<file path="config.mk">
export PLATFORM = sky130hd
export DESIGN_NAME = wb_stage
export DESIGN_NICKNAME = d
export VERILOG_FILES = /design/src/rtl/wb_stage_pkg.sv /design/src/rtl/wb_stage_load_align.sv /design/src/rtl/wb_stage.sv
export SDC_FILE = /design/constraint.sdc
export NUM_CORES = 1
export LEC_CHECK = 0
export ABC_AREA = 1
export BUFFER_PORTS_ARGS = -buffer_cell sky130_fd_sc_hd__buf_4
export CELL_PAD_IN_SITES_DETAIL_PLACEMENT = 0
export CELL_PAD_IN_SITES_GLOBAL_PLACEMENT = 1
export CORE_MARGIN = 8
export CORE_UTILIZATION = 33
export DETAILED_ROUTE_END_ITERATION = 16
export PLACE_DENSITY = 0.9
export RECOVER_POWER = 25
export SLEW_MARGIN = 10
export SYNTH_ARGS = -nofsm -noshare
export SYNTH_HDL_FRONTEND = slang
export SYNTH_SLANG_ARGS = --single-unit
export TNS_END_PERCENT = 1
</file>
<file path="constraint.sdc">
create_clock -name clk_i -period 1.65 [get_ports clk_i]
set_clock_uncertainty 0.05 [all_clocks]
set_input_delay 0.0825 -clock clk_i [delete_from_list [all_inputs] [get_ports clk_i]]
set_output_delay 0.0825 -clock clk_i [all_outputs]
set_load 0.01 [all_outputs]
</file>
<file path="src/rtl/wb_stage_pkg.sv">
// Shared definitions for the write-back stage: regfile port widths, write-enable
// polarity, load funct3 codes and the load misalignment rule.
package wb_stage_pkg;

  localparam int RADDR_WIDTH = 5;
  localparam int RDATA_WIDTH = 32;

  localparam logic [RADDR_WIDTH-1:0] ZERO_REG     = 5'd0;
  localparam logic                   WRITE_ENABLE = 1'b1;

  localparam logic [2:0] LOAD_LB  = 3'b000;
  localparam logic [2:0] LOAD_LH  = 3'b001;
  localparam logic [2:0] LOAD_LW  = 3'b010;
  localparam logic [2:0] LOAD_LBU = 3'b100;
  localparam logic [2:0] LOAD_LHU = 3'b101;

  // Halfwords need an even address, words need a word-aligned address.
  function automatic logic load_misaligned(input logic [2:0] load_type,
                                           input logic [1:0] addr_lo);
    logic mis;
    case (load_type)
      LOAD_LH, LOAD_LHU: mis = addr_lo[0];
      LOAD_LW:           mis = (addr_lo != 2'b00);
      default:           mis = 1'b0;
    endcase
    return mis;
  endfunction

endpackage

</file>
<file path="src/rtl/wb_stage_load_align.sv">
// Combinational load data aligner: selects the addressed byte/half of a bus word
// and sign- or zero-extends it to a full register value.
module load_align
  import wb_stage_pkg::*;
(
  input  logic [2:0]             load_type,
  input  logic [1:0]             addr_lo,
  input  logic [RDATA_WIDTH-1:0] rdata,
  output logic [RDATA_WIDTH-1:0] wdata
);

  logic [7:0]  byte_s;
  logic [15:0] half_s;

  // Lane selection from the low address bits.
  always_comb begin
    byte_s = 8'h00;
    case (addr_lo)
      2'b00:   byte_s = rdata[7:0];
      2'b01:   byte_s = rdata[15:8];
      2'b10:   byte_s = rdata[23:16];
      2'b11:   byte_s = rdata[31:24];
      default: byte_s = 8'h00;
    endcase
    if (addr_lo[1]) begin
      half_s = rdata[31:16];
    end else begin
      half_s = rdata[15:0];
    end
  end

  // Extension by load type; unknown codes pass the word through.
  always_comb begin
    wdata = rdata;
    case (load_type)
      LOAD_LB:  wdata = {{24{byte_s[7]}}, byte_s};
      LOAD_LH:  wdata = {{16{half_s[15]}}, half_s};
      LOAD_LW:  wdata = rdata;
      LOAD_LBU: wdata = {24'h000000, byte_s};
      LOAD_LHU: wdata = {16'h0000, half_s};
      default:  wdata = rdata;
    endcase
  end

endmodule

</file>
<file path="src/rtl/wb_stage.sv">
// Write-back stage: retires MEM results into the regfile write port, waiting for
// load data (with timeout) and aligning it before the registered write.
module wb_stage
  import wb_stage_pkg::*;
#(
  parameter int TIMEOUT_CYCLES = 256,
  parameter int CNT_W          = 8
) (
  input  logic                   clk_i,
  input  logic                   rst_i,
  input  logic                   mem_valid_i,
  output logic                   mem_ready_o,
  input  logic                   mem_we_i,
  input  logic [RADDR_WIDTH-1:0] mem_waddr_i,
  input  logic [RDATA_WIDTH-1:0] mem_wdata_i,
  input  logic                   mem_is_load_i,
  input  logic [2:0]             mem_load_type_i,
  input  logic [1:0]             mem_addr_lo_i,
  input  logic                   bus_rvalid_i,
  input  logic [RDATA_WIDTH-1:0] bus_rdata_i,
  output logic                   we_o,
  output logic [RADDR_WIDTH-1:0] waddr_o,
  output logic [RDATA_WIDTH-1:0] wdata_o,
  output logic                   retire_o,
  output logic                   err_o
);

  typedef enum logic [0:0] {
    ST_IDLE      = 1'b0,
    ST_LOAD_WAIT = 1'b1
  } state_e;

  state_e                 state_r, state_s;
  logic [CNT_W-1:0]       cnt_r, cnt_s;
  logic [RADDR_WIDTH-1:0] ld_waddr_r, ld_waddr_s;
  logic [2:0]             ld_type_r, ld_type_s;
  logic [1:0]             ld_addr_lo_r, ld_addr_lo_s;
  logic                   we_s, retire_s, err_s;
  logic [RADDR_WIDTH-1:0] waddr_s;
  logic [RDATA_WIDTH-1:0] wdata_s, align_data_s;
  logic                   accept_s;

  assign mem_ready_o = (state_r == ST_IDLE);
  assign accept_s    = mem_valid_i & mem_ready_o;

  load_align u_load_align (
    .load_type (ld_type_r),
    .addr_lo   (ld_addr_lo_r),
    .rdata     (bus_rdata_i),
    .wdata     (align_data_s)
  );

  // Next state, load context and next output values.
  always_comb begin
    state_s      = state_r;
    cnt_s        = cnt_r;
    ld_waddr_s   = ld_waddr_r;
    ld_type_s    = ld_type_r;
    ld_addr_lo_s = ld_addr_lo_r;
    we_s         = 1'b0;
    retire_s     = 1'b0;
    err_s        = 1'b0;
    waddr_s      = waddr_o;
    wdata_s      = wdata_o;
    case (state_r)
      ST_IDLE: begin
        if (accept_s && !mem_is_load_i) begin
          retire_s = 1'b1;
          we_s     = (mem_we_i == WRITE_ENABLE) && (mem_waddr_i != ZERO_REG);
          if (we_s) begin
            waddr_s = mem_waddr_i;
            wdata_s = mem_wdata_i;
          end else begin
            waddr_s = waddr_o;
          end
        end else if (accept_s && load_misaligned(mem_load_type_i, mem_addr_lo_i)) begin
          retire_s = 1'b1;
          err_s    = 1'b1;
        end else if (accept_s) begin
          ld_waddr_s   = mem_waddr_i;
          ld_type_s    = mem_load_type_i;
          ld_addr_lo_s = mem_addr_lo_i;
          cnt_s        = '0;
          state_s      = ST_LOAD_WAIT;
        end else begin
          state_s = ST_IDLE;
        end
      end
      ST_LOAD_WAIT: begin
        // A response in the final timeout cycle still completes the load.
        if (bus_rvalid_i) begin
          retire_s = 1'b1;
          we_s     = (ld_waddr_r != ZERO_REG);
          if (we_s) begin
            waddr_s = ld_waddr_r;
            wdata_s = align_data_s;
          end else begin
            waddr_s = waddr_o;
          end
          state_s = ST_IDLE;
        end else if (cnt_r == CNT_W'(TIMEOUT_CYCLES - 1)) begin
          err_s   = 1'b1;
          cnt_s   = '0;
          state_s = ST_IDLE;
        end else begin
          cnt_s = cnt_r + CNT_W'(1);
        end
      end
      default: begin
        state_s = ST_IDLE;
      end
    endcase
  end

  // State, load context and registered regfile-port outputs.
  always_ff @(posedge clk_i) begin
    if (rst_i) begin
      state_r      <= ST_IDLE;
      cnt_r        <= '0;
      ld_waddr_r   <= '0;
      ld_type_r    <= 3'b000;
      ld_addr_lo_r <= 2'b00;
      we_o         <= 1'b0;
      waddr_o      <= '0;
      wdata_o      <= '0;
      retire_o     <= 1'b0;
      err_o        <= 1'b0;
    end else begin
      state_r      <= state_s;
      cnt_r        <= cnt_s;
      ld_waddr_r   <= ld_waddr_s;
      ld_type_r    <= ld_type_s;
      ld_addr_lo_r <= ld_addr_lo_s;
      we_o         <= we_s;
      waddr_o      <= waddr_s;
      wdata_o      <= wdata_s;
      retire_o     <= retire_s;
      err_o        <= err_s;
    end
  end

endmodule

</file>
# After elaboration in Yosys (flattened, before gate mapping)

Cells that the tools add are included.

$add $sub $neg: 1
Multiply operators: 0
Divide/modulo/power cells: 0
Order comparisons: 0
Equality and inequality tests: 18
Shifts and indexed selects: 0
Muxes and demuxes: 39
Bitwise gates (word level): 4
Reductions and logical operators: 13

Operators with widths:

| kind                | count |
|---|---|
| $mux 32             | 4 |
| $pmux 32 s4         | 1 |
| $pmux 32 s2         | 1 |
| $mux 8              | 5 |
| $pmux 8 s4          | 1 |
| $mux 5              | 4 |
| $mux 16             | 1 |
| $pmux 8 s2          | 1 |
| $mux 1              | 15 |
| $reduce_and 4->1    | 3 |
| $pmux 1 s2          | 5 |
| $pmux 5 s2          | 1 |
| $reduce_bool 5->1   | 2 |
| $eq 3x3->1 const B  | 3 |
| $add 8x1->8 const B | 1 |
| $eq 8x8->1 const B  | 1 |
| $ne 2x1->1 const B  | 4 |
| $ne 2x2->1 const B  | 4 |
| $eq 3x1->1 const B  | 2 |
| $eq 2x2->1 const B  | 2 |
| $eq 3x2->1 const B  | 1 |
| $logic_and 1x1->1   | 3 |
| $logic_not 3->1     | 1 |
| $not 1->1           | 3 |
| other kinds (6)     | 6 |

Bits in registers: 59
Bits in latches: 0
Bits in writable memories: 0
Bits in read-only memories: 0
Input port bits: 80
Output and inout port bits: 41
Word-level logic and storage cells: 85
Memories: 0

# Depth between registers and ports, before layout

Depth after elaboration: 9
Gate-level depth with buffers: 11

# Cells and area by module

A second synthesis with hierarchy kept.

Cells, all modules: 571
Area, all modules: 3568.4 um2

By module, submodules not included:

| module     | times used | cells an instance | area an instance (um2) |
|---|---|---|---|
| wb_stage   | 1          | 425               | 2806.4 |
| load_align | 1          | 146               | 762.0 |

# Worst setup path after synthesis

Ideal clock, no wire load.

Path kind: register -> register
Start: register state_r
End: register cnt_r[7]
Arrival time: 1.148 ns
Data required time: 1.485 ns
Slack: 0.337 ns
Cell stages (with the launch flop): 11
Period minus slack after synthesis: 1.313 ns
Path through: dfxtp_1 > buf_6 > inv_4 > nand2_4 > nor2_2 > nand3_2 > nand2_2 > buf_6 > nand3_1 > nand3_1 > nor2_1

Cells in the longest elaborated chain, start to end: 5

RTL lines:

| item                                 | RTL line                       | text |
|---|---|---|
| start: declaration                   | wb_stage.sv:33                 | `state_e state_r, state_s;` |
| start signal: assignment             | wb_stage.sv:129                | `state_r <= state_s;` |
| $not 1->1                            | -                              |  |
| $and 1x1->1                          | wb_stage.sv:44                 | `assign accept_s = mem_valid_i & mem_ready_o;` |
| $logic_and 1x1->1 (on tied branches) | wb_stage.sv:76, wb_stage.sv:67 |  |
| $ne 2x2->1 (no source line)          | -                              |  |
| $reduce_and 4->1 (no source line)    | -                              |  |
| end signal: assignment               | wb_stage.sv:130                | `cnt_r <= cnt_s;` |
| end: declaration                     | wb_stage.sv:34                 | `logic [CNT_W-1:0] cnt_r, cnt_s;` |

Parallel ways exist; a longest one is shown, timed or not.
A chain may end at the register's enable or synchronous reset.

# Final worst setup path

Start: input mem_waddr_i[1]
End: register waddr_o[3]

Cells in the longest elaborated chain, start to end: 4

RTL lines:

| item                              | RTL line        | text |
|---|---|---|
| start: declaration                | wb_stage.sv:14  | `input logic [RADDR_WIDTH-1:0] mem_waddr_i,` |
| $reduce_bool 5->1                 | wb_stage.sv:69  | `we_s = (mem_we_i == WRITE_ENABLE) && (mem_waddr_i != ZERO_REG);` |
| $logic_and 1x1->1                 | wb_stage.sv:69  |  |
| $ne 2x1->1 (no source line)       | -               |  |
| $reduce_and 4->1 (no source line) | -               |  |
| end signal: assignment            | wb_stage.sv:135 | `waddr_o <= waddr_s;` |
| end: declaration                  | wb_stage.sv:22  | `output logic [RADDR_WIDTH-1:0] waddr_o,` |

Every way passes these cells.

==> reports/results.ini <==
[synthesis]
number_of_flops_mapped_to_enable_cells_by_yosys=0
ys_warnings=0
synth_seq_cells=59
synthesized_area_fraction_occupied_by_and_or_nand_nor_cells_pct=33.5
compound_cell_area_share_of_the_yosys_netlist_pct=20.1
synth_top_family_by_area=simple AND/OR/NAND/NOR gates
post_synth_fa_ha_maj_area_fraction_pct=0.383
postSynthCellCount=503
postSynth.topFlopCell=sky130_fd_sc_hd__dfxtp_1
synth.top_cells.by_count=137 x sky130_fd_sc_hd__nand2_1, 59 x sky130_fd_sc_hd__dfxtp_1, 57 x sky130_fd_sc_hd__nor2_1, 56 x sky130_fd_sc_hd__a21oi_1, 48 x sky130_fd_sc_hd__nand3_1
yosys-mux-area-fraction_pct=0.920
synth_seq_area_share_pct=36.2
synthDominantAreaCellType=sky130_fd_sc_hd__dfxtp_1
synth_top_area_share_pct=36.2
syn_area_sq_um=3260
synthesis.area_per_instance_sq_um=6.49
synth.net_count=584
most_frequently_used_cell_type_in_the_post_synthesis_netlist=sky130_fd_sc_hd__nand2_1
synth-xor-area-share_pct=0
ys_types=31
ys_async_sr_fraction_pct=0
netlist_top_cells_area=sky130_fd_sc_hd__dfxtp_1 36%, sky130_fd_sc_hd__nand2_1 16%, sky130_fd_sc_hd__a21oi_1 8.6%

[cells_and_area]
post_route_cells_drive_above_1_share_pct=22.4
antenna_cells=0
finalNetCount=721
finish.instance_area_sq_um=4610
synthToLayoutAreaGrowth_pct=41.1
fill_cells=1020
finish.cell_count_without_fillers=777

[worst_setup_path]
critPathCaptureType=flop
critPathRequiredTime_ns=1.86
r2r_start=ld_type_r[0]$_SDFFE_PP0P_
worstPathArrival_ns=1.72
reg2reg_slack_ns=0.17
critPathCapture=waddr_o[3]$_SDFFE_PP0P_
criticalPathCategory=in2reg
ff2ff_path_depth=6
worst_setup_path_startpoint=mem_waddr_i[1]
critical_path.reg2reg.endpoint=wdata_o[5]$_SDFFE_PP0P_
worstPathMaxFanout=22
start_kind=primary input

[placed_design]
hpwl_detailed_um=8600
place_congestion=0.849
port-buffer-count=120
place_area_sq_um=4310
dpl.cell_count=744

[worst_hold_path]
worstHoldPathType=in2reg

[power]
swShare_pct=28.6
static-leakage-power_uw=0.00214
power.sequential.fraction_pct=41.9
share_clk_of_total_power_pct=36.0
cellPowerDensity_nw_per_um2=804
power.internal_uw=2640
vdd.ir_drop.worst_mv=0.440
netSwitchingPower_uw=1060
combinationalPowerShare_pct=22.1

[detailed_routing]
avgRoutedWirePerCell_um=14.3
routed_via_density=4.72
drt_first_iter_violations=243
dr.pass1.iters=5
vias=3665
drt-total-wl_um=11100
antenna_left=0
detail_route.drc_violations=0

[timing]
post-route-period-util_pct=91.0
clock.fmax_ghz=0.666
setup_repair_after_global_routing_missed_its_margin=false
report.final.hold_viol_count=0
report.final.slew_viol_count=0
tightestPinTransition_ns=0.448
worst_slew_margin_rel_pct=70.1
period_needed_ns=1.50
setup-tns-final_ns=0
setup_viol=0

[clock_network]
cts_tree=done
cts_max_path_buffers=2
clock_tree.htree_level_count=3
cts_buffers=9
clockRootBuffer=sky130_fd_sc_hd__clkbuf_8
clkLatencyLatePin_ns=0.34
clkSinkCount=59
clk_pin_slew_worst_paths_ns=0.06

[global_routing]
met1_usage_pct=19.4
grt_use_total_pct=16.5
global_route.overflow_total=0
grt_pass1_wl_um=17400
grtUsageMet2_pct=27.8
grt_max_degree=43
gr-max-usage-layer=met2
global_route_met3_utilization_pct=5.52
antenna_found_initial=0
via_count_of_the_first_global_routing_pass=3568

[floorplanning]
io_pins=121
die-area_sq_um=13300
die_height_um=115
core_area_sq_um=9680
floorplan.initialDensity_pct=33.7
floorplan.rows=36
die_width_um=115

[flow_run]
timing.max_cap.violations=0

[status]
run_status=complete, no violations

-- what timing repair did --
| action | 4_1_cts | 5_1_grt |
|---|---|---|
| hold buffers | 17 | 0 |
| resized for setup | 0 | 3 |
| hold endpoints to repair | 20 | 0 |
| endpoints found under the setup margin | 0 | 20 |
| buffers inserted | 0 | 1 |
-- routing by layer --
| layer | wire, um | share of wire (%) |
|---|---|---|
| met5 | 0 | 0 |
| met4 | 153 | 1.4 |
| met3 | 935 | 8.4 |
| met2 | 5110 | 46 |
| met1 | 4890 | 44 |
-- sequential cells by signal, indices dropped and copies added (netlist names) --
| name | flops |
|---|---|
| ld_waddr_r | 5 |
| wdata_o | 32 |
| cnt_r | 8 |
| we_o | 1 |
| ld_addr_lo_r | 2 |
| waddr_o | 5 |
| err_o | 1 |
| ld_type_r | 3 |
| retire_o | 1 |
| state_r | 1 |
-- metrics by stage --
stage               utilization, %  power, uW  hold slack, ns  setup slack, ns
floorplan                        -       2000           0.102            0.337
global placement              44.5       2380           0.271            0.144
detailed placement            44.5       2390           0.265           0.0883
CTS                           48.3       3750        0.000833           0.0591
global route                  47.6       3900          0.0109           0.0128
finish                        47.6       3700         0.00126            0.148
-- cells in the final DEF (no fill, tap or decap), types with 2 or more instances in the layout --
cell and n:
sky130_fd_sc_hd__nor2_4 2, sky130_fd_sc_hd__o211ai_1 8, sky130_fd_sc_hd__nand2_4 2, sky130_fd_sc_hd__mux2i_1 3, sky130_fd_sc_hd__clkbuf_8 11, sky130_fd_sc_hd__a21boi_0 10
sky130_fd_sc_hd__nand2_2 2, sky130_fd_sc_hd__buf_4 110, sky130_fd_sc_hd__dfxtp_2 2, sky130_fd_sc_hd__o21ai_0 32, sky130_fd_sc_hd__nor2_1 57, sky130_fd_sc_hd__dlygate4sd3_1 17
sky130_fd_sc_hd__nor3_1 2, sky130_fd_sc_hd__nand3_1 48, sky130_fd_sc_hd__a21oi_1 56, sky130_fd_sc_hd__nand2_1 137, sky130_fd_sc_hd__o21ai_1 5, sky130_fd_sc_hd__clkbuf_1 27
sky130_fd_sc_hd__nand3_2 2, sky130_fd_sc_hd__nor2_2 2, sky130_fd_sc_hd__inv_2 3, sky130_fd_sc_hd__dfxtp_1 57, sky130_fd_sc_hd__a22oi_1 4, sky130_fd_sc_hd__inv_1 32
-- power by group through the flow --
stage	sequential [uW]	clock, uW	combinational, uW
after floorplan	1600	0	403
after global placement	1580	0	797
after detailed placement	1580	0	804
after CTS	1550	1360	840
after global routing	1560	1430	908
final	1550	1330	817
-- critical path, stage by stage --
cell	delay [ns]
sky130_fd_sc_hd__dlygate4sd3_1	0.55
sky130_fd_sc_hd__buf_4	0.14
sky130_fd_sc_hd__nor2_1	0.09
sky130_fd_sc_hd__nand3_1	0.13
sky130_fd_sc_hd__nand3_2	0.12
sky130_fd_sc_hd__nand2_4	0.13
sky130_fd_sc_hd__nor2_4	0.17
sky130_fd_sc_hd__buf_12	0.16
sky130_fd_sc_hd__nand2_1	0.06
sky130_fd_sc_hd__o21ai_1	0.08
-- cells by family after synthesis --
family                   Yosys count
AO/OA/AOI/OAI                    118
adder cells (fa/ha/maj)            1
multiplexers                       3
flip-flops                        59
AND/OR/NAND/NOR                  257
buffers and inverters             65
-- how the worst min path moves through the flow --
stage / from / to / slack, ns / cells after the start
2_1_floorplan: rst_i / cnt_r[1]$_SDFFE_PP0P_ / 0.10 / 1
3_3_place_gp: rst_i / state_r$_SDFF_PP0_ / 0.27 / 2
3_5_place_dp: rst_i / state_r$_SDFF_PP0_ / 0.27 / 2
4_1_cts: mem_load_type_i[1] / ld_type_r[1]$_SDFFE_PP0P_ / 0.0008 / 3
5_1_grt: mem_wdata_i[15] / wdata_o[15]$_SDFFE_PP0P_ / 0.01 / 5
6_report: mem_load_type_i[1] / ld_type_r[1]$_SDFFE_PP0P_ / 0.001 / 3
-- layout make-up --
class	count	area (sq um)	area share, %
inverter	37	141	3.07
multi-input combinational	379	1800	39.1
tap	133	166	3.61
timing repair buffer	154	1120	24.3
sequential	59	1180	25.7
clock buffer	13	159	3.45
clock inverter	2	35.0	0.761
Note: power is estimated with default switching activity, not from simulation.
